[src/rtl/msg_sink_deframer.sv]
// Portal msgSink deframer: header/payload parsing into a 2-entry output buffer.
// Optional stats counters: define MSG_DEFRAMER_STATS_EN.

// Generic small FIFO with registered storage; DEPTH must be a power of two.
// Latency: a pushed word is visible on pop_dat the cycle after the push edge.
// Backpressure: full blocks push; pop only when pop_vld & pop_rdy.
module msg_fifo #(
    parameter int W     = 8,
    parameter int DEPTH = 2,
    localparam int AW   = (DEPTH > 1) ? $clog2(DEPTH) : 1
) (
    input  logic         CLK,
    input  logic         RST,
    input  logic         push_vld,
    input  logic [W-1:0] push_dat,
    output logic         full,
    output logic         pop_vld,
    input  logic         pop_rdy,
    output logic [W-1:0] pop_dat
);
    logic [W-1:0]  mem [DEPTH];
    logic [AW-1:0] wr_ptr;
    logic [AW-1:0] rd_ptr;
    logic [AW:0]   count;
    logic          push_ok;
    logic          pop_ok;

    assign full    = (count == (AW+1)'(DEPTH));
    assign pop_vld = (count != '0);
    assign pop_dat = mem[rd_ptr];
    assign push_ok = push_vld & ~full;
    assign pop_ok  = pop_vld & pop_rdy;

    always_ff @(posedge CLK or posedge RST) begin
        if (RST) begin
            for (int i = 0; i < DEPTH; i++) mem[i] <= '0;
            wr_ptr <= '0;
            rd_ptr <= '0;
            count  <= '0;
        end else begin
            if (push_ok) begin
                mem[wr_ptr] <= push_dat;
                wr_ptr      <= wr_ptr + AW'(1);
            end
            if (pop_ok) rd_ptr <= rd_ptr + AW'(1);
            case ({push_ok, pop_ok})
                2'b10:   count <= count + (AW+1)'(1);
                2'b01:   count <= count - (AW+1)'(1);
                default: count <= count;
            endcase
        end
    end
endmodule

// Parses header beat {method, len} then len-1 payload beats into tagged words.
// Latency: an accepted payload beat appears on out_* one cycle later (buffer empty).
// Backpressure: sink_dst_rdy is registered-only, low when the 2-entry buffer is full.
module msg_sink_deframer #(
    parameter int NUM_METHODS = 16,
    parameter int METHOD_W    = 4,
    parameter int MAX_WORDS   = 64
) (
    input  logic                CLK,
    input  logic                RST,
    input  logic                sink_src_rdy,
    input  logic [31:0]         sink_beat,
    output logic                sink_dst_rdy,
    output logic                out_valid,
    input  logic                out_ready,
    output logic [METHOD_W-1:0] out_method,
    output logic [31:0]         out_data,
    output logic                out_last,
    output logic                out_hdr_only,
    output logic                err_pulse
`ifdef MSG_DEFRAMER_STATS_EN
    ,
    output logic [31:0]         stat_msgs,
    output logic [15:0]         stat_drops
`endif
);
    typedef struct packed {
        logic [METHOD_W-1:0] method;
        logic [31:0]         data;
        logic                last;
        logic                hdr_only;
    } word_t;

    typedef enum logic [1:0] {S_HDR, S_PAY, S_DROP} state_t;

    state_t              state;
    logic [15:0]         remaining;
    logic [METHOD_W-1:0] cur_method;
    logic                rdy_en;
    logic                fifo_full;
    logic                beat_acc;
    logic [15:0]         hdr_method;
    logic [15:0]         hdr_len;
    logic                len_bad;
    logic                method_bad;
    logic                push;
    word_t               push_word;
    word_t               head;

    assign hdr_method   = sink_beat[31:16];
    assign hdr_len      = sink_beat[15:0];
    assign len_bad      = (hdr_len == 16'd0) || (hdr_len > 16'(MAX_WORDS));
    assign method_bad   = (hdr_method >= 16'(NUM_METHODS));

    // rdy_en keeps dst_rdy low while reset is held and for the release cycle.
    assign sink_dst_rdy = rdy_en & ~fifo_full;
    assign beat_acc     = sink_src_rdy & sink_dst_rdy;

    always_comb begin
        push      = 1'b0;
        push_word = '0;
        if (beat_acc) begin
            case (state)
                S_HDR: begin
                    if (!len_bad && !method_bad && hdr_len == 16'd1) begin
                        push               = 1'b1;
                        push_word.method   = hdr_method[METHOD_W-1:0];
                        push_word.last     = 1'b1;
                        push_word.hdr_only = 1'b1;
                    end
                end
                S_PAY: begin
                    push             = 1'b1;
                    push_word.method = cur_method;
                    push_word.data   = sink_beat;
                    push_word.last   = (remaining == 16'd1);
                end
                default: ;
            endcase
        end
    end

    always_ff @(posedge CLK or posedge RST) begin
        if (RST) begin
            state      <= S_HDR;
            remaining  <= 16'd0;
            cur_method <= '0;
            err_pulse  <= 1'b0;
            rdy_en     <= 1'b0;
        end else begin
            rdy_en    <= 1'b1;
            err_pulse <= 1'b0;
            if (beat_acc) begin
                case (state)
                    S_HDR: begin
                        if (len_bad) begin
                            err_pulse <= 1'b1;
                        end else if (method_bad) begin
                            err_pulse <= 1'b1;
                            if (hdr_len != 16'd1) begin
                                remaining <= hdr_len - 16'd1;
                                state     <= S_DROP;
                            end
                        end else if (hdr_len != 16'd1) begin
                            cur_method <= hdr_method[METHOD_W-1:0];
                            remaining  <= hdr_len - 16'd1;
                            state      <= S_PAY;
                        end
                    end
                    S_PAY, S_DROP: begin
                        remaining <= remaining - 16'd1;
                        if (remaining == 16'd1) state <= S_HDR;
                    end
                    default: state <= S_HDR;
                endcase
            end
        end
    end

    msg_fifo #(
        .W     ($bits(word_t)),
        .DEPTH (2)
    ) u_out_fifo (
        .CLK      (CLK),
        .RST      (RST),
        .push_vld (push),
        .push_dat (push_word),
        .full     (fifo_full),
        .pop_vld  (out_valid),
        .pop_rdy  (out_ready),
        .pop_dat  (head)
    );

    assign out_method   = head.method;
    assign out_data     = head.data;
    assign out_last     = head.last;
    assign out_hdr_only = head.hdr_only;

`ifdef MSG_DEFRAMER_STATS_EN
    always_ff @(posedge CLK or posedge RST) begin
        if (RST) begin
            stat_msgs  <= 32'd0;
            stat_drops <= 16'd0;
        end else begin
            if (out_valid && out_ready && out_last) stat_msgs <= stat_msgs + 32'd1;
            if (err_pulse && stat_drops != 16'hFFFF) stat_drops <= stat_drops + 16'd1;
        end
    end
`endif
endmodule
[config.mk]
export PLATFORM = sky130hd
export DESIGN_NAME = msg_sink_deframer
export DESIGN_NICKNAME = d
export VERILOG_FILES = /design/src/rtl/msg_sink_deframer.sv
export SDC_FILE = /design/constraint.sdc
export NUM_CORES = 1
export LEC_CHECK = 0
export ABC_AREA = 1
export CAP_MARGIN = 20
export CORE_UTILIZATION = 40
export DETAILED_ROUTE_END_ITERATION = 12
export PLACE_DENSITY = 0.61
export SLEW_MARGIN = 20
export SYNTH_ARGS = -nofsm -noshare
export SYNTH_HDL_FRONTEND = slang
export SYNTH_HIERARCHICAL = 1
export SYNTH_SLANG_ARGS = --single-unit
[constraint.sdc]
create_clock -name CLK -period 3.4 [get_ports CLK]
set_clock_uncertainty 0.05 [all_clocks]
set_input_delay 0.68 -clock CLK [delete_from_list [all_inputs] [get_ports CLK]]
set_output_delay 0.68 -clock CLK [all_outputs]
set_load 0.01 [all_outputs]
Word level (Yosys, flattened, before mapping)
Cells that the tools add are included.
Word-level totals
  word-level logic and storage cells: 86
  memories kept: 0
  register bits after elaboration: 104
  bits in read-only memories: 0
  latch bits: 0
  output and inout bits: 41
  bits in writable memories: 0
  input bits: 36
Operators by class
  shift-type cells: 0
  $lt $le $gt $ge: 5
  $add $sub $neg: 6
  equality and inequality tests: 11
  div/mod/pow operators: 0
  multiply operators: 0
  bitwise operators: 9
  reductions and logical operators: 15
  multiplexer cells: 30
Operators with widths (number)
  38-bit two-way mux: 5
  76-bit bitwise mux: 1
  38-bit demux with 1-bit select: 1
  16-bit by 1-bit equality test with 1-bit output (second input constant): 2
  16-bit two-way mux: 2
  32-bit two-way mux: 1
  16-bit case mux with 2 select lines: 1
  16-bit by 1-bit subtractor with 16-bit output (second input constant): 2
  16-bit by 5-bit greater-or-equal comparator with 1-bit output (second input constant): 1
  16-bit by 7-bit > comparator with 1-bit output (second input constant): 1
  16-bit zero test: 1
  16-bit by 1-bit inequality test with 1-bit output (second input constant): 1
  2-bit two-way mux: 6
  2-bit case mux with 2 select lines: 2
  4-bit case mux with 2 select lines: 1
  4-bit AND reduction: 2
  1-bit two-way mux: 7
  2-bit equality test (second input constant): 3
  2-bit inequality test (second input constant): 3
  2-bit nonzero test: 3
  5-bit AND reduction: 1
  1-bit AND: 4
  2-bit by 1-bit equality test with 1-bit output (second input constant): 2
  2-bit greater-or-equal comparator (second input constant): 2
  other kinds (13): 21

Longest topological paths before layout
Gate-level depths: netlist of run 1.
  depth in word-level cells: 11
  depth in mapped cells: 20
  gate-level depth less buffers: 16

Modules after synthesis
The synthesis of run 1 kept the hierarchy.
Modules (own cells, without submodules)
  msg_fifo: sequential area each 2001.9 µm², cells each 491, times used 1, area an instance 3831.2 µm²
  msg_sink_deframer: sequential area each 600.6 µm², cells each 434, times used 1, area an instance 2436.1 µm²

Least setup slack after synthesis of run 1
No wires, ideal clock.
  kind: register to register
  start point: reg u_out_fifo.count[0]
  end point: reg u_out_fifo.count[1]
  period minus slack after synthesis: 2.862 ns
  stages on the path, launching flop included: 20
  path buffers: 5
  setup time: 0.117 ns
  data required time: 3.233 ns
  slack: 0.538 ns
  arrival: 2.695 ns
  cell sequence: dfrtp_1 -> inv_2 -> nand2_4 -> buf_6 -> buf_4 -> inv_1 -> nor2_1 -> nand2_1 -> inv_1 -> nand2_1 -> clkbuf_1 -> o21ai_1 -> buf_2 -> buf_2 -> nand2_1 -> ha_1 -> inv_1 -> nand3_1 -> nand2_1 -> nand2_1
On the way
  word-level cells in the longest chain between the ends: 8
  elaborated cells between the ends (all ways): 14
  classes of those cells: add/sub (2); eq/ne (3); mux (2); bitwise (5); reduce/logical (2)
RTL lines
  start, declared: line 24  | logic [AW:0] count;
  start signal, assigned: line 47  | 2'b10: count <= count + (AW+1)'(1);
  start signal, assigned: line 48  | 2'b01: count <= count - (AW+1)'(1);
  start signal, assigned: line 49  | default: count <= count;
  2-bit equality test (*): line 28  | assign full = (count == (AW+1)'(DEPTH));
  net fifo_full: line 94  | logic fifo_full;
  1-bit NOT (*): line 110  | assign sink_dst_rdy = rdy_en & ~fifo_full;
  1-bit AND (*): line 110
  net sink_dst_rdy: line 67  | output logic sink_dst_rdy,
  1-bit AND (*): line 111  | assign beat_acc = sink_src_rdy & sink_dst_rdy;
  1-bit two-way mux (*): line 116  | if (beat_acc) begin
  net push: line 100  | logic push;
  1-bit AND (*): line 31  | assign push_ok = push_vld & ~full;
  2-bit by 1-bit equality test with 1-bit output / 2-bit equality test (equally long branches): line 46  | case ({push_ok, pop_ok})
  2-bit case mux with 2 select lines / 2-bit nonzero test (equally long branches)
Mark *: on every way through the listed nets, which the timed path passes. The rest lies on a longest branch.
A chain may end at the register's enable or synchronous reset.

Final worst setup path of run 1
  start point: reg u_out_fifo.rd_ptr
  end point: out out_data[1]
On the way
  word-level cells in the longest chain between the ends: 4
RTL lines
  start, declared: line 23  | logic [AW-1:0] rd_ptr;
  start signal, assigned: line 45  | if (pop_ok) rd_ptr <= rd_ptr + AW'(1);
  1-bit NOT with 2-bit output (not written as such): line 30  | assign pop_dat = mem[rd_ptr];
  38-bit two-way mux (not written as such) (3 in a row): line 30
  end, declared: line 71  | output logic [31:0] out_data,
No other way between the ends. The select of a mux whose other input is x is not followed.

==> results of run 1 <==
[worst paths after layout]
check / slack [ns] / end / startpoint
min: 0.42 / u_out_fifo/mem[17] / u_out_fifo/mem[17]
min in group asynchronous: 0.68 / u_out_fifo/mem[64] / RST
max reg2reg: 1.08 / u_out_fifo/count[1] / u_out_fifo/count[0]
max: 0.42 / out_data[1] / u_out_fifo/rd_ptr
min reg2reg: 0.42 / u_out_fifo/mem[17] / u_out_fifo/mem[17]
max in group asynchronous: 1.98 / u_out_fifo/mem[41] / RST
[registers in the layout (all words and copies together) (netlist names), 2 cells and up]
register and flops:
remaining 16, u_out_fifo/count 2, cur_method 4, u_out_fifo/mem 76, state 2
[area by class of cell]
type / instances / area, um2 / share of cell area (%)
clock inverter: 5 / 62.6 / 0.831
sequential: 104 / 2600 / 34.6
multi-input combinational: 715 / 3200 / 42.5
clock buffer: 11 / 243 / 3.22
inverter: 54 / 203 / 2.69
timing repair buffer: 100 / 953 / 12.7
tap: 211 / 264 / 3.51
[through the flow]
stage	setup WS [ns]	utilization [%]
2_1_floorplan	0.538	-
3_3_place_gp	0.261	47.3
3_5_place_dp	0.198	47.3
4_1_cts	0.404	49.3
5_1_grt	0.284	49.3
6_report	0.418	49.3
[worst reg2reg max path, stage by stage, from the launching register on]
cell                      delay, ns
sky130_fd_sc_hd__dfrtp_1       0.40
sky130_fd_sc_hd__inv_2         0.08
sky130_fd_sc_hd__nand2_4       0.06
sky130_fd_sc_hd__inv_1         0.04
sky130_fd_sc_hd__nor2_1        0.17
sky130_fd_sc_hd__nand2_1       0.09
sky130_fd_sc_hd__inv_1         0.29
sky130_fd_sc_hd__nand2_1       0.18
sky130_fd_sc_hd__o21ai_4       0.13
sky130_fd_sc_hd__nand2_1       0.10
sky130_fd_sc_hd__ha_1          0.35
sky130_fd_sc_hd__inv_1         0.08
sky130_fd_sc_hd__nand3_1       0.08
sky130_fd_sc_hd__nand2_1       0.06
sky130_fd_sc_hd__nand2_1       0.04
[logic make-up (layout without fill, tap and decap cells)]
| group | Yosys count | count (layout) | synth area share, % |
|---|---|---|---|
| AOI/OAI and AO/OA | 23 | 23 | 1.90 |
| xor gates and xnor gates | 4 | 4 | 0.559 |
| adders and majority gates | 7 | 7 | 1.40 |
| buffers and inverters | 106 | 170 | 7.59 |
| DFF | 104 | 104 | 41.5 |
| muxes | 1 | 1 | 0.160 |
| other | 1 | 1 | 0.0598 |
| and+or+nand+nor | 679 | 679 | 46.8 |
[power breakdown]
part           switching [mW]  total [mW]  internal [mW]
logic                   0.899        1.31          0.407
registers               0.152        1.50           1.35
clock network           0.493        1.09          0.599
total                    1.54        3.89           2.35
[cell usage after synthesis (2+ instances only)]
| master | n |
|---|---|
| sky130_fd_sc_hd__buf_1 | 2 |
| sky130_fd_sc_hd__clkbuf_1 | 22 |
| sky130_fd_sc_hd__nand3b_1 | 2 |
| sky130_fd_sc_hd__nor2_1 | 83 |
| sky130_fd_sc_hd__buf_2 | 20 |
| sky130_fd_sc_hd__nor3_1 | 2 |
| sky130_fd_sc_hd__nor2_4 | 2 |
| sky130_fd_sc_hd__o21ai_0 | 11 |
| sky130_fd_sc_hd__inv_2 | 3 |
| sky130_fd_sc_hd__nand2_2 | 4 |
| sky130_fd_sc_hd__nand2_4 | 2 |
| sky130_fd_sc_hd__nand2_1 | 438 |
| sky130_fd_sc_hd__or2_2 | 2 |
| sky130_fd_sc_hd__buf_6 | 6 |
| sky130_fd_sc_hd__inv_1 | 51 |
| sky130_fd_sc_hd__nand4_1 | 99 |
| sky130_fd_sc_hd__a21oi_1 | 9 |
| sky130_fd_sc_hd__nand3_1 | 39 |
| sky130_fd_sc_hd__ha_1 | 7 |
| sky130_fd_sc_hd__nor2_2 | 3 |
| sky130_fd_sc_hd__dfrtp_1 | 104 |
| sky130_fd_sc_hd__xnor2_1 | 3 |
| sky130_fd_sc_hd__buf_4 | 2 |
[routing by layer]
layer | vias up | global-route usage [%]
li1 | 3094 | -
met1 | 2839 | 32.8
met2 | 117 | 38.3
met3 | 13 | 3.18
met4 | 0 | 5.81
met5 | - | 0
[cells in the final DEF, fill, tap and decap left out, types with 2 or more instances in the layout]
master / synthesis / routed
sky130_fd_sc_hd__a21oi_1: 9 / 9
sky130_fd_sc_hd__buf_4: 2 / 23
sky130_fd_sc_hd__clkbuf_16: 0 / 9
sky130_fd_sc_hd__clkdlybuf4s50_1: 0 / 76
sky130_fd_sc_hd__dfrtp_1: 104 / 104
sky130_fd_sc_hd__ha_1: 7 / 7
sky130_fd_sc_hd__inv_1: 51 / 50
sky130_fd_sc_hd__inv_2: 3 / 4
sky130_fd_sc_hd__nand2_1: 438 / 438
sky130_fd_sc_hd__nand2_2: 4 / 4
sky130_fd_sc_hd__nand2_4: 2 / 2
sky130_fd_sc_hd__nand3_1: 39 / 39
sky130_fd_sc_hd__nand3b_1: 2 / 2
sky130_fd_sc_hd__nand4_1: 99 / 99
sky130_fd_sc_hd__nor2_1: 83 / 83
sky130_fd_sc_hd__nor2_2: 3 / 3
sky130_fd_sc_hd__nor2_4: 2 / 2
sky130_fd_sc_hd__nor3_1: 2 / 2
sky130_fd_sc_hd__o21ai_0: 11 / 11
sky130_fd_sc_hd__or2_2: 2 / 2
sky130_fd_sc_hd__xnor2_1: 3 / 3
==> summary.md, run 1 <==
| Metric | Value |
|---|---|
| Number of cells on the worst hold path | 2 |
| Pins over their slew limit | 0 |
| TritonCTS buffer count | 9 |
| Vias in the first global route | 5682 |
| Antenna Nets Post-Route | 0 |
| Area share of the largest cell type after synthesis | 41.5% |
| Initial antenna violation count | 0 |
| Portion of the post-synthesis area used by sequential elements | 41.5% |
| GPL Wtd Cong | 0.882 |
| WL/cell | 15.0 um |
| Inst Count DP | 1184 |
| Buffer depth of the longest clock path | 2 |
| Slowest library cell on the worst path | sky130_fd_sc_hd__dfrtp_1 |
| Post-CTS setup buffer count | 0 |
| Cell row count | 45 |
| Routed length on met2 | 8490 um |
| Data required time of the critical path | 2.67 ns |
| GRT Total Usage | 23.4% |
| Min Clock Period, post-route | 2.98 ns |
| Number of storage elements in the synthesis netlist | 104 |
| RSZ-0062 raised after global routing | no |
| Clk pin slew, worst setup/hold paths | 0.07 ns |
| Ys async rst share | 100% |
| DIE HEIGHT | 127 um |
| Critical Path, Cell by Cell | buf_4, nand2_1, nand2_1, clkdlybuf4s50_1 |
| Worst Hold Class | flop to flop |
| Instance count of the mapped netlist | 925 |
| Kind of cell with the highest combined delay on the critical path | buffers and inverters |
| CP max FO | 28 |
| Synth Warn # | 6 |
| Worst Setup End Kind | output port |
| Average cell area after synthesis | 6.78 um2 |
| Hold Worst Slack | 0.422 ns |
| Final-layout setup total negative slack | 0 ns |
| Root buffer cell | sky130_fd_sc_hd__clkbuf_16 |
| Boundary Pins | 77 |
| DIE AREA | 0.0162 mm2 |
| Count of clock tree sinks | 104 |
| Iteration-0 DRC Markers | 487 |
| Synthesis-to-finish area growth | 20.1% |
| Post-placement cell area | 0.00722 mm2 |
| Net Count, Synth | 968 |
| CTS tree | done |
| Main flop type after synthesis | sky130_fd_sc_hd__dfrtp_1 |
| Yosys cell types | 32 |
| Met1 Routed Length | 8660 um |
| Standby leakage power | 3.94 nW |
| MaxCap Viol Count | 0 |
| First-pass iteration count of the detailed router | 5 |
| Top routing layer in use | met4 |
| HPWL reported at the end of detailed placement | 12200 um |
| Most repeated library cell on the critical path | sky130_fd_sc_hd__nand2_1 |
| Synthesized cell area | 0.00627 mm2 |
| Power density normalized to cell area | 517 mW/mm2 |
| Main area contributors after synthesis | sky130_fd_sc_hd__dfrtp_1 42%, sky130_fd_sc_hd__nand2_1 26%, sky130_fd_sc_hd__nand4_1 9.9%, sky130_fd_sc_hd__nor2_1 5.0%, sky130_fd_sc_hd__nand3_1 3.1% |
| Average via count per standard cell | 5.05 |
| Fin crit share | 87.7% |
| Worst Tran Pin Value | 0.812 ns |
| Finished Cell Area | 0.00753 mm2 |
| Antenna diode count | 0 |
| Number of enable flip-flop cells after synthesis | 0 |
| Dominant cell type by area after synthesis | sky130_fd_sc_hd__dfrtp_1 |
| Via count | 6063 |
| Total gr overflow | 0 |
| Crit path arrival time | 2.25 ns |
| Depth of the worst register-to-register path | 14 |
| Largest vdd supply drop | 291 uV |
| Run status | complete, no violations |
| Met3 layer wire length in the routed design | 668 um |
| Longest individual stage delay on the worst path | 0.68 ns |
| Number of hold buffers added after cts | 0 |
| Slew headroom | 45.8% |
| Type of element launching the critical path | flop |
| Count of buffers from port buffering | 76 |
| Maximum clock frequency | 335 MHz |
| Standard cell core area | 0.0153 mm2 |
| Horiz. Die Dim | 127 um |
| Fillers | 1575 |
| DRC violation count after routing | 0 |
| Post-layout instance count excluding filler cells | 1200 |
| Clock latency reported for the late side of the worst-skew pair | 0.36 ns |
| Detailed-route wire length | 18000 um |
| Number of instances resized during post-cts repair | 0 |
| Layout cells sized above 1 | 6.07% |
| Global-route wire length before repair | 29600 um |
| Deepest level of the CTS H-tree | 3 |
| Power, Total | 3.89 mW |
| Fin. Hold Viols | 0 |
| Pin count of the biggest net entering global routing | 80 |
| Crit path buf inv count | 2 |
| Final setup violation count | 0 |
| CP Class | flop to output port |
| Initial core utilization | 41.1% |
| Depth of the critical timing path with buffers and inverters included | 4 |
| Number of nets in the layout | 1027 |
Power figures use the tool's default switching activity.
==> inputs of run 2 (changes only) <==
PLACE_DENSITY = unset   (was 0.61)
PLACE_DENSITY_LB_ADDON = 0.12   (was unset)
==> run 2 against run 1 <==
Sequential power barely moved. Non-clock buffer count fell by 2. Critical path depth unchanged. Final area is 0.61% higher. Combinational power hardly changed. Fmax rose by 2.1%.
==> summary.md, run 2 (synthesis results as in run 1) <==
| Metric | Value |
|---|---|
| Run status | complete, no violations |
| Pins over their slew limit | 0 |
| Data required time of the critical path | 2.67 ns |
| Total gr overflow | 0 |
| Number of instances resized during post-cts repair | 0 |
| Worst Hold Class | flop to flop |
| WL/cell | 14.6 um |
| Boundary Pins | 77 |
| Slowest library cell on the worst path | sky130_fd_sc_hd__dfrtp_1 |
| Power density normalized to cell area | 537 mW/mm2 |
| Antenna diode count | 0 |
| Synthesis-to-finish area growth | 20.9% |
| Type of element launching the critical path | flop |
| Most common cell after layout, fill and taps aside | sky130_fd_sc_hd__nand2_1 |
| HPWL reported at the end of detailed placement | 11800 um |
| Clock latency reported for the late side of the worst-skew pair | 0.36 ns |
| Maximum clock frequency | 343 MHz |
| Number of hold buffers added after cts | 0 |
| Slew headroom | 39.5% |
| Clk pin slew, worst setup/hold paths | 0.07 ns |
| Worst slack at placement | 0.159 ns |
| Count of clock tree sinks | 104 |
| Most used cells in the layout excluding fill and tap cells | 438 x sky130_fd_sc_hd__nand2_1, 104 x sky130_fd_sc_hd__dfrtp_1, 99 x sky130_fd_sc_hd__nand4_1 |
| Via count | 6063 |
| Global-route wire length before repair | 28900 um |
| Longest individual stage delay on the worst path | 0.64 ns |
| Largest vdd supply drop | 345 uV |
| DRC violation count after routing | 0 |
| Crit path buf inv count | 2 |
| Pin count of the biggest net entering global routing | 80 |
| Deepest level of the CTS H-tree | 3 |
| CP Class | flop to output port |
| Detailed-route wire length | 17400 um |
| CP max FO | 27 |
| DIE HEIGHT | 127 um |
| Worst Tran Pin Value | 0.901 ns |
| Horiz. Die Dim | 127 um |
| MaxCap Viol Count | 0 |
| First-pass iteration count of the detailed router | 5 |
| Largest regs | u_out_fifo/mem x76, remaining x16, cur_method x4 |
| Vias in the first global route | 5631 |
| Worst setup slack after layout | 0.481 ns |
| Layout cells sized above 1 | 5.98% |
| Iteration-0 DRC Markers | 490 |
| Final-layout setup total negative slack | 0 ns |
| Initial core utilization | 41.1% |
| Most repeated library cell on the critical path | sky130_fd_sc_hd__nand2_1 |
| Initial antenna violation count | 0 |
| Fin. Hold Viols | 0 |
| GPL Wtd Cong | 0.866 |
| Kind of cell with the highest combined delay on the critical path | buffers and inverters |
| GRT Total Usage | 22.8% |
| Standard cell core area | 0.0153 mm2 |
| Crit path arrival time | 2.19 ns |
| RSZ-0062 raised after global routing | no |
| Average via count per standard cell | 5.06 |
| Flip-flop count of the largest register after layout | 76 |
| DIE AREA | 0.0162 mm2 |
| Cell row count | 45 |
| Antenna Nets Post-Route | 0 |
| Biggest register | u_out_fifo/mem |
| Worst Setup End Kind | output port |
| Min Clock Period, post-route | 2.92 ns |
| Count of buffers from port buffering | 76 |
| Buffer depth of the longest clock path | 2 |
| Fin crit share | 85.9% |
| CTS tree | done |
| Number of nets in the layout | 1025 |
| Post-CTS setup buffer count | 0 |
| Critical Path, Cell by Cell | buf_4, nand2_1, nand2_1, clkdlybuf4s50_1 |
| Root buffer cell | sky130_fd_sc_hd__clkbuf_16 |
| TritonCTS buffer count | 9 |
| Standby leakage power | 3.96 nW |
| Final setup violation count | 0 |
run 2: changes by cell type in the layout (fill, tap and decap cells not counted):
cell                        previous run  this run
sky130_fd_sc_hd__clkinv_1              0         1
sky130_fd_sc_hd__bufinv_16             1         4
sky130_fd_sc_hd__inv_1                50        49
sky130_fd_sc_hd__buf_4                23        21
sky130_fd_sc_hd__inv_8                 1         0
sky130_fd_sc_hd__clkbuf_1              1         0
sky130_fd_sc_hd__clkbuf_8              1         0
run 2: routing by layer:
| layer | vias to the layer above | global-route usage [%] | part of all wire, % |
|---|---|---|---|
| li1 | 3087 | - | - |
| met5 | - | 0 | 0 |
| met1 | 2829 | 32.4 | 50 |
| met3 | 19 | 2.35 | 3.2 |
| met4 | 0 | 7.63 | 1.6 |
| met2 | 128 | 36.5 | 45 |
run 2: metrics by stage:
step | power [mW] | cell area (um2) | hold WS, ns | std cells | util, %
final | 4.07 | 7570 | 0.421 | 1198 | 49.6
after global routing | 4.32 | 7570 | 0.435 | 1198 | 49.6
after CTS | 4.09 | 7570 | 0.425 | 1198 | 49.6
after detailed placement | 2.80 | 7210 | 0.408 | 1182 | 47.2
after global placement | 2.79 | 7210 | 0.405 | 1182 | 47.2
after floorplan | 2.44 | 6270 | 0.392 | 925 | -
run 2: power by group:
group          internal (mW)  total, mW  switching [mW]
registers               1.35       1.49           0.142
clock network          0.796       1.29           0.493
logic                  0.401       1.29           0.891
run 2: worst paths after layout:
kind	startpoint	cells after the start	to	slack, ns
max	u_out_fifo/rd_ptr	4	out_last	0.48
min	u_out_fifo/mem[16]	2	u_out_fifo/mem[16]	0.42
max reg2reg	u_out_fifo/count[0]	16	u_out_fifo/count[1]	1.07
min reg2reg	u_out_fifo/mem[16]	2	u_out_fifo/mem[16]	0.42
max in group asynchronous	RST	3	u_out_fifo/mem[61]	1.96
min in group asynchronous	RST	2	u_out_fifo/mem[72]	0.68
run 2: tightest hold or removal path, delay by kind of cell (launching register included):
family        cells  cell delay (ns)
flops             1             0.35
simple gates      2             0.09
run 2: final cells by class:
cell class              count  area [um2]
well taps                 211         264
inverters                  54         203
clock inverters             7         141
clock buffers               9         225
multi-input cells         715        3200
fillers                  1586        7680
repair buffers             98         938
flip-flops and latches    104        2600
